==> src/rtl/mem_wb_stage.sv <==
`default_nettype none
// =============================================================================
// Module   : mem_wb_stage
// Brief    : RV32 memory/write-back stage: load/store over a valid/ready data
//            port with lane steering and extension, plus register write-back.
// Revision : 1.0
// =============================================================================
module mem_wb_stage #(
    parameter int XLEN   = 32,
    parameter int REG_AW = 5
) (
    input  logic              clk,
    input  logic              rst_n,
    input  logic              in_valid,
    output logic              in_ready,
    input  logic [XLEN-1:0]   in_pc,
    input  logic [XLEN-1:0]   in_alu_result,
    input  logic [XLEN-1:0]   in_rs2_val,
    input  logic [1:0]        in_mem_op,
    input  logic [2:0]        in_wb_op,
    input  logic [2:0]        in_funct3,
    input  logic [REG_AW-1:0] in_rd,
    output logic              dm_req_valid,
    input  logic              dm_req_ready,
    output logic              dm_req_we,
    output logic [XLEN-1:0]   dm_req_addr,
    output logic [XLEN-1:0]   dm_req_wdata,
    output logic [3:0]        dm_req_wstrb,
    input  logic              dm_resp_valid,
    input  logic [XLEN-1:0]   dm_resp_rdata,
    output logic              wb_en,
    output logic [REG_AW-1:0] wb_rd,
    output logic [XLEN-1:0]   wb_data,
    output logic              busy_rd_valid,
    output logic [REG_AW-1:0] busy_rd,
    output logic              misalign_err
);

    localparam logic [1:0] S_IDLE = 2'd0;
    localparam logic [1:0] S_REQ  = 2'd1;
    localparam logic [1:0] S_RESP = 2'd2;

    localparam logic [1:0] c_MEM_LD = 2'd1;
    localparam logic [1:0] c_MEM_ST = 2'd2;

    logic [1:0]        r_state;
    logic [1:0]        w_state_nxt;
    logic [XLEN-1:0]   r_pc;
    logic [XLEN-1:0]   r_alu;
    logic [XLEN-1:0]   r_rs2;
    logic [1:0]        r_mem_op;
    logic [2:0]        r_wb_op;
    logic [2:0]        r_funct3;
    logic [REG_AW-1:0] r_rd;
    logic              r_wb_en;
    logic [REG_AW-1:0] r_wb_rd;
    logic [XLEN-1:0]   r_wb_data;
    logic              r_misalign;

    logic              w_accept;
    logic              w_in_mem;
    logic              w_in_misalign;
    logic              w_in_wb_act;
    logic              w_r_wb_act;
    logic [7:0]        w_ld_byte;
    logic [15:0]       w_ld_half;
    logic [XLEN-1:0]   w_ld_data;

    // Write-back value select; non-load instructions pass 0 as load data.
    function automatic logic [XLEN-1:0] f_wb_sel(input logic [2:0] op, input logic [XLEN-1:0] pc,
                                                 input logic [XLEN-1:0] alu, input logic [XLEN-1:0] ld);
        case (op)
            3'd1:    f_wb_sel = alu;
            3'd2:    f_wb_sel = ld;
            3'd3:    f_wb_sel = pc + XLEN'(4);
            default: f_wb_sel = '0;
        endcase
    endfunction

    assign w_accept      = in_valid && (r_state == S_IDLE);
    assign w_in_mem      = (in_mem_op == c_MEM_LD) || (in_mem_op == c_MEM_ST);
    assign w_in_misalign = ((in_funct3[1:0] == 2'd1) && in_alu_result[0]) ||
                           ((in_funct3[1:0] == 2'd2) && (in_alu_result[1:0] != 2'd0));
    assign w_in_wb_act   = (in_wb_op >= 3'd1) && (in_wb_op <= 3'd3);
    assign w_r_wb_act    = (r_wb_op >= 3'd1) && (r_wb_op <= 3'd3);

    assign w_ld_byte = dm_resp_rdata[{r_alu[1:0], 3'b000} +: 8];
    assign w_ld_half = r_alu[1] ? dm_resp_rdata[31:16] : dm_resp_rdata[15:0];

    always_comb begin
        case (r_funct3)
            3'd0:    w_ld_data = {{(XLEN-8){w_ld_byte[7]}}, w_ld_byte};
            3'd4:    w_ld_data = {{(XLEN-8){1'b0}}, w_ld_byte};
            3'd1:    w_ld_data = {{(XLEN-16){w_ld_half[15]}}, w_ld_half};
            3'd5:    w_ld_data = {{(XLEN-16){1'b0}}, w_ld_half};
            default: w_ld_data = dm_resp_rdata;
        endcase
    end

    always_ff @(posedge clk or negedge rst_n) begin
        if (!rst_n) begin
            r_state <= S_IDLE;
        end else begin
            r_state <= w_state_nxt;
        end
    end

    always_comb begin
        w_state_nxt = r_state;
        case (r_state)
            S_IDLE: if (w_accept && w_in_mem && !w_in_misalign) w_state_nxt = S_REQ;
            S_REQ:  if (dm_req_ready) w_state_nxt = (r_mem_op == c_MEM_ST) ? S_IDLE : S_RESP;
            S_RESP: if (dm_resp_valid) w_state_nxt = S_IDLE;
            default: w_state_nxt = S_IDLE;
        endcase
    end

    // Request fields are held at zero outside REQ so the bus is quiet when idle.
    always_comb begin
        in_ready      = (r_state == S_IDLE);
        dm_req_valid  = (r_state == S_REQ);
        dm_req_we     = 1'b0;
        dm_req_addr   = '0;
        dm_req_wdata  = '0;
        dm_req_wstrb  = 4'b0000;
        busy_rd_valid = ((r_state == S_REQ) || (r_state == S_RESP)) &&
                        (r_mem_op == c_MEM_LD) && w_r_wb_act && (r_rd != '0);
        busy_rd       = r_rd;
        if (r_state == S_REQ) begin
            dm_req_we   = (r_mem_op == c_MEM_ST);
            dm_req_addr = r_alu;
            case (r_funct3)
                3'd0: begin
                    dm_req_wdata = {4{r_rs2[7:0]}};
                    dm_req_wstrb = 4'b0001 << r_alu[1:0];
                end
                3'd1: begin
                    dm_req_wdata = {2{r_rs2[15:0]}};
                    dm_req_wstrb = 4'b0011 << r_alu[1:0];
                end
                default: begin
                    dm_req_wdata = r_rs2;
                    dm_req_wstrb = 4'b1111;
                end
            endcase
        end
    end

    always_ff @(posedge clk or negedge rst_n) begin
        if (!rst_n) begin
            r_pc       <= '0;
            r_alu      <= '0;
            r_rs2      <= '0;
            r_mem_op   <= '0;
            r_wb_op    <= '0;
            r_funct3   <= '0;
            r_rd       <= '0;
            r_wb_en    <= 1'b0;
            r_wb_rd    <= '0;
            r_wb_data  <= '0;
            r_misalign <= 1'b0;
        end else begin
            r_wb_en    <= 1'b0;
            r_misalign <= 1'b0;
            if (w_accept) begin
                r_pc     <= in_pc;
                r_alu    <= in_alu_result;
                r_rs2    <= in_rs2_val;
                r_mem_op <= in_mem_op;
                r_wb_op  <= in_wb_op;
                r_funct3 <= in_funct3;
                r_rd     <= in_rd;
                if (!w_in_mem) begin
                    r_wb_en   <= w_in_wb_act && (in_rd != '0);
                    r_wb_rd   <= in_rd;
                    r_wb_data <= f_wb_sel(in_wb_op, in_pc, in_alu_result, '0);
                end else if (w_in_misalign) begin
                    r_misalign <= 1'b1;
                end
            end else if ((r_state == S_RESP) && dm_resp_valid) begin
                r_wb_en   <= w_r_wb_act && (r_rd != '0);
                r_wb_rd   <= r_rd;
                r_wb_data <= f_wb_sel(r_wb_op, r_pc, r_alu, w_ld_data);
            end
        end
    end

    assign wb_en        = r_wb_en;
    assign wb_rd        = r_wb_rd;
    assign wb_data      = r_wb_data;
    assign misalign_err = r_misalign;

endmodule
`default_nettype wire

==> config.mk <==
export PLATFORM = sky130hd
export DESIGN_NAME = mem_wb_stage
export DESIGN_NICKNAME = d
export VERILOG_FILES = /design/src/rtl/mem_wb_stage.sv
export SDC_FILE = /design/constraint.sdc
export NUM_CORES = 1
export LEC_CHECK = 0
export CAP_MARGIN = 10
export CORE_MARGIN = 4
export CORE_UTILIZATION = 35
export CTS_CLUSTER_SIZE = 24
export DETAILED_ROUTE_END_ITERATION = 8
export SLEW_MARGIN = 10
export SYNTH_ARGS = -nofsm -noshare
export SYNTH_HDL_FRONTEND = slang
export SYNTH_SLANG_ARGS = --single-unit
export TNS_END_PERCENT = 5
==> constraint.sdc <==
create_clock -name clk -period 4.53 [get_ports clk]
set_input_delay 0.906 -clock clk [delete_from_list [all_inputs] [get_ports clk]]
set_output_delay 0.906 -clock clk [all_outputs]
set_load 0.02 [all_outputs]
==> reports/results.txt, run 1 <==
Status = completed
DRT antenna net count = 0
Util after Layout = 50.16%
TritonCTS clock tree = built
Number of flops mapped to enable cells by yosys = 0
Max transition margin = 25.63%
Largest stage delay, worst path = 710 ps
Xor and xnor area share after synthesis = 5.157%
Number of H-tree levels = 4
Count of warnings emitted by yosys = 0
Number of hold-slack violations in the final timing report = 0
Top FF cell, synth = dfrtp_1
Cts bufs inserted = 17
Total I/O pin count = 262
Synthesis-to-layout area growth = 39.32%
Insertion delay to the later sink of the worst-skew pair = 430 ps
Actual slew at the worst max-slew pin = 1114 ps
Peak Freq = 264.5 MHz
Antenna Diode Count = 0
Global-route wire length before repair = 56090 µm
Synthesized netlist cell count = 1160
Data required time of the worst path = 3620 ps
Aggregate routed wire length = 36880 µm
Core Box Area = 25470 µm²
Starting density of the core = 36.01%
Via density per instance = 5.436
Cell with the most instances after synthesis = nand2_1
Final setup violation count = 0
Number of antenna violations at the first check in global routing = 2
Leakage power = 5.402 nW
Unrepaired setup endpoints after global routing = false
Post-synthesis cell type with the largest combined area = dfrtp_1
Postcts setup bufs = 0
Kind of path behind the tightest hold check = flop to flop
Crit path cell chain = inv_1 > ha_1 > clkinv_1 > a31oi_1 > clkdlybuf4s50_1
Compound-cell area share of the yosys netlist = 16.22%
Global route overflow = 0
Top post-synthesis cells by area = dfrtp_1, nand2_1, xnor2_1, o21ai_0, nor2_1
Post-synthesis mux area share = 4.216%
Max-slew violation count = 0
Maximum clock skew at final layout = 10.51 ps
Net count of the mapped netlist = 1311
X dimension of the die = 169.9 µm
Detailed-route wire length per cell = 21.28 µm
Hold bufs inserted after CTS = 0
Final period demand of the worst path = 3781 ps
CTS-repair resized insts = 0
Total vias in the final route = 9421
Yosys reg bits = 150
Post-synthesis simple-gate area fraction = 28.55%
Commonest cells in the netlist = nand2_1, dfrtp_1, nor2_1
Total Die Area = 28860 µm²
Floorplan die height = 169.9 µm
Remaining design rule violation count = 0
Via count of the first global-routing pass = 9204
Number of core rows = 58
Clock tree root driver cell = clkbuf_16
Standard cell with the maximum stage delay on the critical path = clkdlybuf4s50_1
Combinational family with the most area after synthesis = simple AND/OR/NAND/NOR gates
Maximum number of pins on one net before global-route repair = 96
Non-filler cells in the finished layout = 1733
Number of distinct standard cells referenced by the synthesized netlist = 61
Fin Setup TNS = 0 ps
Port bufs = 261
Layout cell share with drive strength beyond 1 = 6.130%
Register area share after synthesis = 40.93%
Largest fanout of any net on the critical path = 25
Adder-cell share of the synthesized area = 0.6821%
Final estimated routing congestion in global placement = 0.9166
Top-area cell type share of the netlist area = 40.93%
Count of clock tree sinks = 150
First-iteration detailed-routing DRC count = 796
Synth async-reset ratio = 100.0%
Kind of end point of the critical path = primary output
Global-route usage over all layers = 25.16%
Detailed-routing iteration count for the pre-antenna-repair pass = 5
Maximum number of buffers from clock root to sink = 2
Data arrival time of the critical path = 2880 ps
Power per unit of standard cell area = 675.8 nW/µm²
Number of maximum-capacitance constraint violations = 0
Synth Cell Area = 9171 µm²
Overall power consumption = 8.635 mW
Setup crit start kind = flop
Number of nets in the finished design = 1541
Setup Crit Path Kind = flop to primary output
Cell count after placement = 1701
Clock-pin slew reported for the worst setup and hold paths after clock tree synthesis = 70 ps
VDD IR max = 288.3 µV
Dpl hpwl = 27470 µm
Fin crit share = 83.47%
Average instance area after synthesis = 7.906 µm²
per-layer routing:
metal | vias to the layer above | global-route usage, % | share of wire [%]
li1 | 4451 | - | -
met1 | 4456 | 33.42 | 42
met2 | 452 | 39.34 | 46
met3 | 58 | 7.967 | 9.6
met4 | 4 | 7.840 | 3.0
met5 | - | 0 | 0.060
state kept, by name, indices dropped and copies added, names as in the netlist, 2 cells and up:
signal	flops
r_state	2
r_alu	32
r_rs2	32
wb_rd	5
busy_rd	5
wb_data	32
r_wb_op	3
r_pc	32
r_mem_op	2
r_funct3	3
path summary, 6_finish.rpt:
| path | startpoint | end | slack, ps | depth (start not counted) |
|---|---|---|---|---|
| setup reg to reg | r_funct3[1]$_DFFE_PN0P_ | wb_data[30]$_DFFE_PN0P_ | 1710 | 6 |
| hold reg to reg | r_rs2[20]$_DFFE_PN0P_ | r_rs2[20]$_DFFE_PN0P_ | 480 | 2 |
| hold / removal | r_rs2[20]$_DFFE_PN0P_ | r_rs2[20]$_DFFE_PN0P_ | 480 | 2 |
| max in group asynchronous | rst_n | r_rs2[3]$_DFFE_PN0P_ | 3140 | 2 |
| setup / recovery | r_state[1]$_DFFE_PN0P_ | dm_req_wstrb[2] | 750 | 5 |
| min in group asynchronous | rst_n | r_alu[10]$_DFFE_PN0P_ | 540 | 1 |
cells in the final DEF (no fill, tap or decap), types with 21 or more instances in the layout:
| cell type | n |
|---|---|
| nand2_1 | 361 |
| clkdlybuf4s50_1 | 260 |
| dfrtp_1 | 150 |
| nor2_1 | 71 |
| o21ai_0 | 57 |
| a21oi_1 | 52 |
| xnor2_1 | 36 |
| nand3_1 | 33 |
| and2_1 | 32 |
| inv_1 | 27 |
| buf_4 | 21 |
critical path: cells and delay by family, from the launching register on:
family,cells,cell delay [ps]
buf+inv,3,1430
compound gates,1,440
flops,1,390
fa+ha+maj,1,190
cell type report:
type | count | area (µm²)
clock buffer | 21 | 440.4
tap | 330 | 412.9
fill | 2436 | 12690
sequential | 150 | 3754
inverter | 28 | 105.1
clock inverter | 11 | 198.9
multi-input combinational | 909 | 5055
timing repair buffer | 284 | 2811
stage by stage:
| stage | setup slack [ps] | instance area [µm²] | hold WS (ps) |
|---|---|---|---|
| 6_report | 748.7 | 12780 | 480.2 |
| 5_1_grt | 527.8 | 12780 | 492.4 |
| 4_1_cts | 697.2 | 12770 | 477.1 |
| 3_5_place_dp | 939.7 | 12130 | 462.2 |
| 3_3_place_gp | 1016 | 12130 | 459.0 |
| 2_1_floorplan | 1535 | 9171 | 445.7 |
logic make-up after synthesis:
kind of cell	after synthesis
buf+inv	101
fa+ha+maj	5
simple gates	592
xor+xnor	54
flops	150
compound gates	227
mux	31
power breakdown:
part / switching, mW / leakage [nW] / total, mW / internal, mW
sequential: 0.658 / 1.84 / 2.64 / 1.98
clock: 0.599 / 0.298 / 1.58 / 0.982
combinational: 2.58 / 3.27 / 4.41 / 1.83
total: 3.84 / 5.40 / 8.64 / 4.80
Power figures use the tool's default switching activity.
==> inputs of run 2 (changes only) <==
==> constraint.sdc (replaced) <==
create_clock -name clk -period 3.9 [get_ports clk]
set_input_delay 0.78 -clock clk [delete_from_list [all_inputs] [get_ports clk]]
set_output_delay 0.78 -clock clk [all_outputs]
set_load 0.02 [all_outputs]
==> run 2 against run 1 <==
Net effect:
- via count about the same
- total power up 13%
- global-route usage up 0.14 points
==> reports/results.txt, run 2 (synthesis results as in run 1) <==
Internal power = 5.292 mW (+10%)
Final setup violation count = 0 (unchanged)
Commonest non-fill, non-tap cell in the layout = nand2_1
Switching power = 4.452 mW (+16%)
Aggregate routed wire length = 36890 µm (about the same)
Register cell area after layout = 3754 µm² (unchanged)
X dimension of the die = 169.9 µm (unchanged)
Standard cell with the maximum stage delay on the critical path = clkdlybuf4s50_1
Final instance area = 12700 µm² (-0.63%)
Setup crit start kind = flop
Fraction of power consumed by combinational cells = 52.9% (+1.8 points)
Delay-heaviest family, CP = buffers and inverters
Dpl hpwl = 27690 µm (+0.79%)
Floorplan die height = 169.9 µm (unchanged)
Clock tree root driver cell = clkbuf_16
Footprint of the multi-input gates = 5051 µm² (about the same)
Util after Layout = 49.85% (-0.31 points)
Layout cell share with drive strength beyond 1 = 6.463% (+0.33 points)
Non-filler cells in the finished layout = 1738 (+0.29%)
Core Box Area = 25470 µm² (unchanged)
Maximum number of buffers from clock root to sink = 2 (unchanged)
Cts bufs inserted = 17 (unchanged)
Cell count after placement = 1706 (+0.29%)
Number of core rows = 58 (unchanged)
Synthesis-to-layout area growth = 38.44%
Layout filler cell count = 2484 (+2.0%)
Data required time of the worst path = 3120 ps (-500 ps)
First-iteration detailed-routing DRC count = 819 (+2.9%)
Number of nets in the finished design = 1546 (+0.32%)
Leakage power = 5.373 nW (-0.54%)
Number of H-tree levels = 4 (unchanged)
Postcts setup bufs = 0 (unchanged)
Largest stage delay, worst path = 630 ps (-80 ps)
Setup Crit Path Kind = flop to primary output
Total vias in the final route = 9429 (+0.085%)
Clock share of power = 15.8% (-2.5 points)
Fin crit share = 92.94%
Fin Setup TNS = 0 ps (unchanged)
Number of maximum-capacitance constraint violations = 0 (unchanged)
Global-route wire length before repair = 56560 µm (+0.84%)
Max transition margin = 36.54% (+11 points)
Largest fanout of any net on the critical path = 40 (+60%)
Number of antenna violations at the first check in global routing = 0 (-2)
Maximum number of pins on one net before global-route repair = 84 (-13%)
Startpoint of the most critical setup path = r_state[1]$_DFFE_PN0P_
TritonCTS clock tree = built
Insertion delay to the later sink of the worst-skew pair = 430 ps (about the same)
Maximum clock skew at final layout = 15.95 ps (+5.432 ps)
Final period demand of the worst path = 3625 ps
Combined buffer and inverter count along the critical path = 3 (unchanged)
Detailed-routing iteration count for the pre-antenna-repair pass = 6 (+1)
Port bufs = 261 (unchanged)
DRT antenna net count = 0 (unchanged)
Reg power frac = 31.3% (+0.7 points)
Most frequent cells in the layout = nand2_1, clkdlybuf4s50_1, dfrtp_1
Count of clock tree sinks = 150 (unchanged)
Peak Freq = 275.9 MHz
Overall power consumption = 9.744 mW (+13%)
Max-slew violation count = 0 (unchanged)
Remaining design rule violation count = 0 (unchanged)
Power per unit of standard cell area = 767.4 nW/µm² (+14%)
Kind of path behind the tightest hold check = input port to async pin
Detailed-route wire length per cell = 21.23 µm (-0.24%)
RR Startpoint = r_funct3[0]$_DFFE_PN0P_
Via density per instance = 5.425 (-0.20%)
Status = completed
Starting density of the core = 36.01% (unchanged)
Kind of end point of the critical path = primary output
Placed Instance Area = 12160 µm² (+0.21%)
Total Die Area = 28860 µm² (unchanged)
Switching share of total power = 45.69% (+1.2 points)
Unrepaired setup endpoints after global routing = false
Data arrival time of the critical path = 2840 ps (-40 ps)
Actual slew at the worst max-slew pin = 948.4 ps (-166.0 ps)
Number of hold-slack violations in the final timing report = 0 (unchanged)
Global route overflow = 0 (unchanged)
Antenna Diode Count = 0 (unchanged)
Clock-pin slew reported for the worst setup and hold paths after clock tree synthesis = 70 ps (about the same)
Crit path cell chain = inv_1 > ha_1 > buf_4 > o21ai_1 > a21oi_1 > clkdlybuf4s50_1
CTS-repair resized insts = 0 (unchanged)
Via count of the first global-routing pass = 9408 (+2.2%)
VDD IR max = 333.7 µV (+16%)
Total I/O pin count = 262 (unchanged)
Global-route usage over all layers = 25.30% (+0.14 points)
Final estimated routing congestion in global placement = 0.9176 (+0.11%)
Hold bufs inserted after CTS = 0 (unchanged)
## run 2: path summary, 6_finish.rpt
kind	end	slack [ps]	cells past startpoint
worst max-delay path	dm_req_wdata[23]	280	6
worst min-delay path	r_pc[8]$_DFFE_PN0P_	430	1
worst max register to register	wb_data[2]$_DFFE_PN0P_	1090	7
worst min register to register	r_rs2[21]$_DFFE_PN0P_	490	2
max in group asynchronous	wb_data[15]$_DFFE_PN0P_	2630	2
min in group clk	r_rs2[21]$_DFFE_PN0P_	490	2
## run 2: routing by layer
layer	GRT usage [%]	wire [µm]
met1	33.33	15330
met2	41.12	17280
met3	6.876	3442
met4	7.105	840
met5	0	0
## run 2: power by group through the flow
stage	clock network [mW]	logic (mW)	registers, mW
after floorplan	0	2.88	3.05
after global placement	0	5.11	3.05
after detailed placement	0	5.15	3.06
after CTS	1.57	5.18	3.04
after global routing	1.64	5.62	3.15
final	1.54	5.15	3.05
## run 2: cell type report
cell class | count | share of cell area (%)
tap | 330 | 3.252
sequential | 150 | 29.56
clock buffer | 22 | 3.656
inverter | 28 | 0.8277
multi-input combinational | 909 | 39.78
clock inverter | 10 | 0.5814
timing repair buffer | 289 | 22.34
## run 2: through the flow
| step | hold WS, ps | setup WS, ps |
|---|---|---|
| after global placement | 460.6 | 656.0 |
| after detailed placement | 469.2 | 634.6 |
| after floorplan | 445.7 | 1031 |
| final | 425.5 | 275.5 |
| after global routing | 480.6 | 69.31 |
| after CTS | 446.0 | 235.4 |
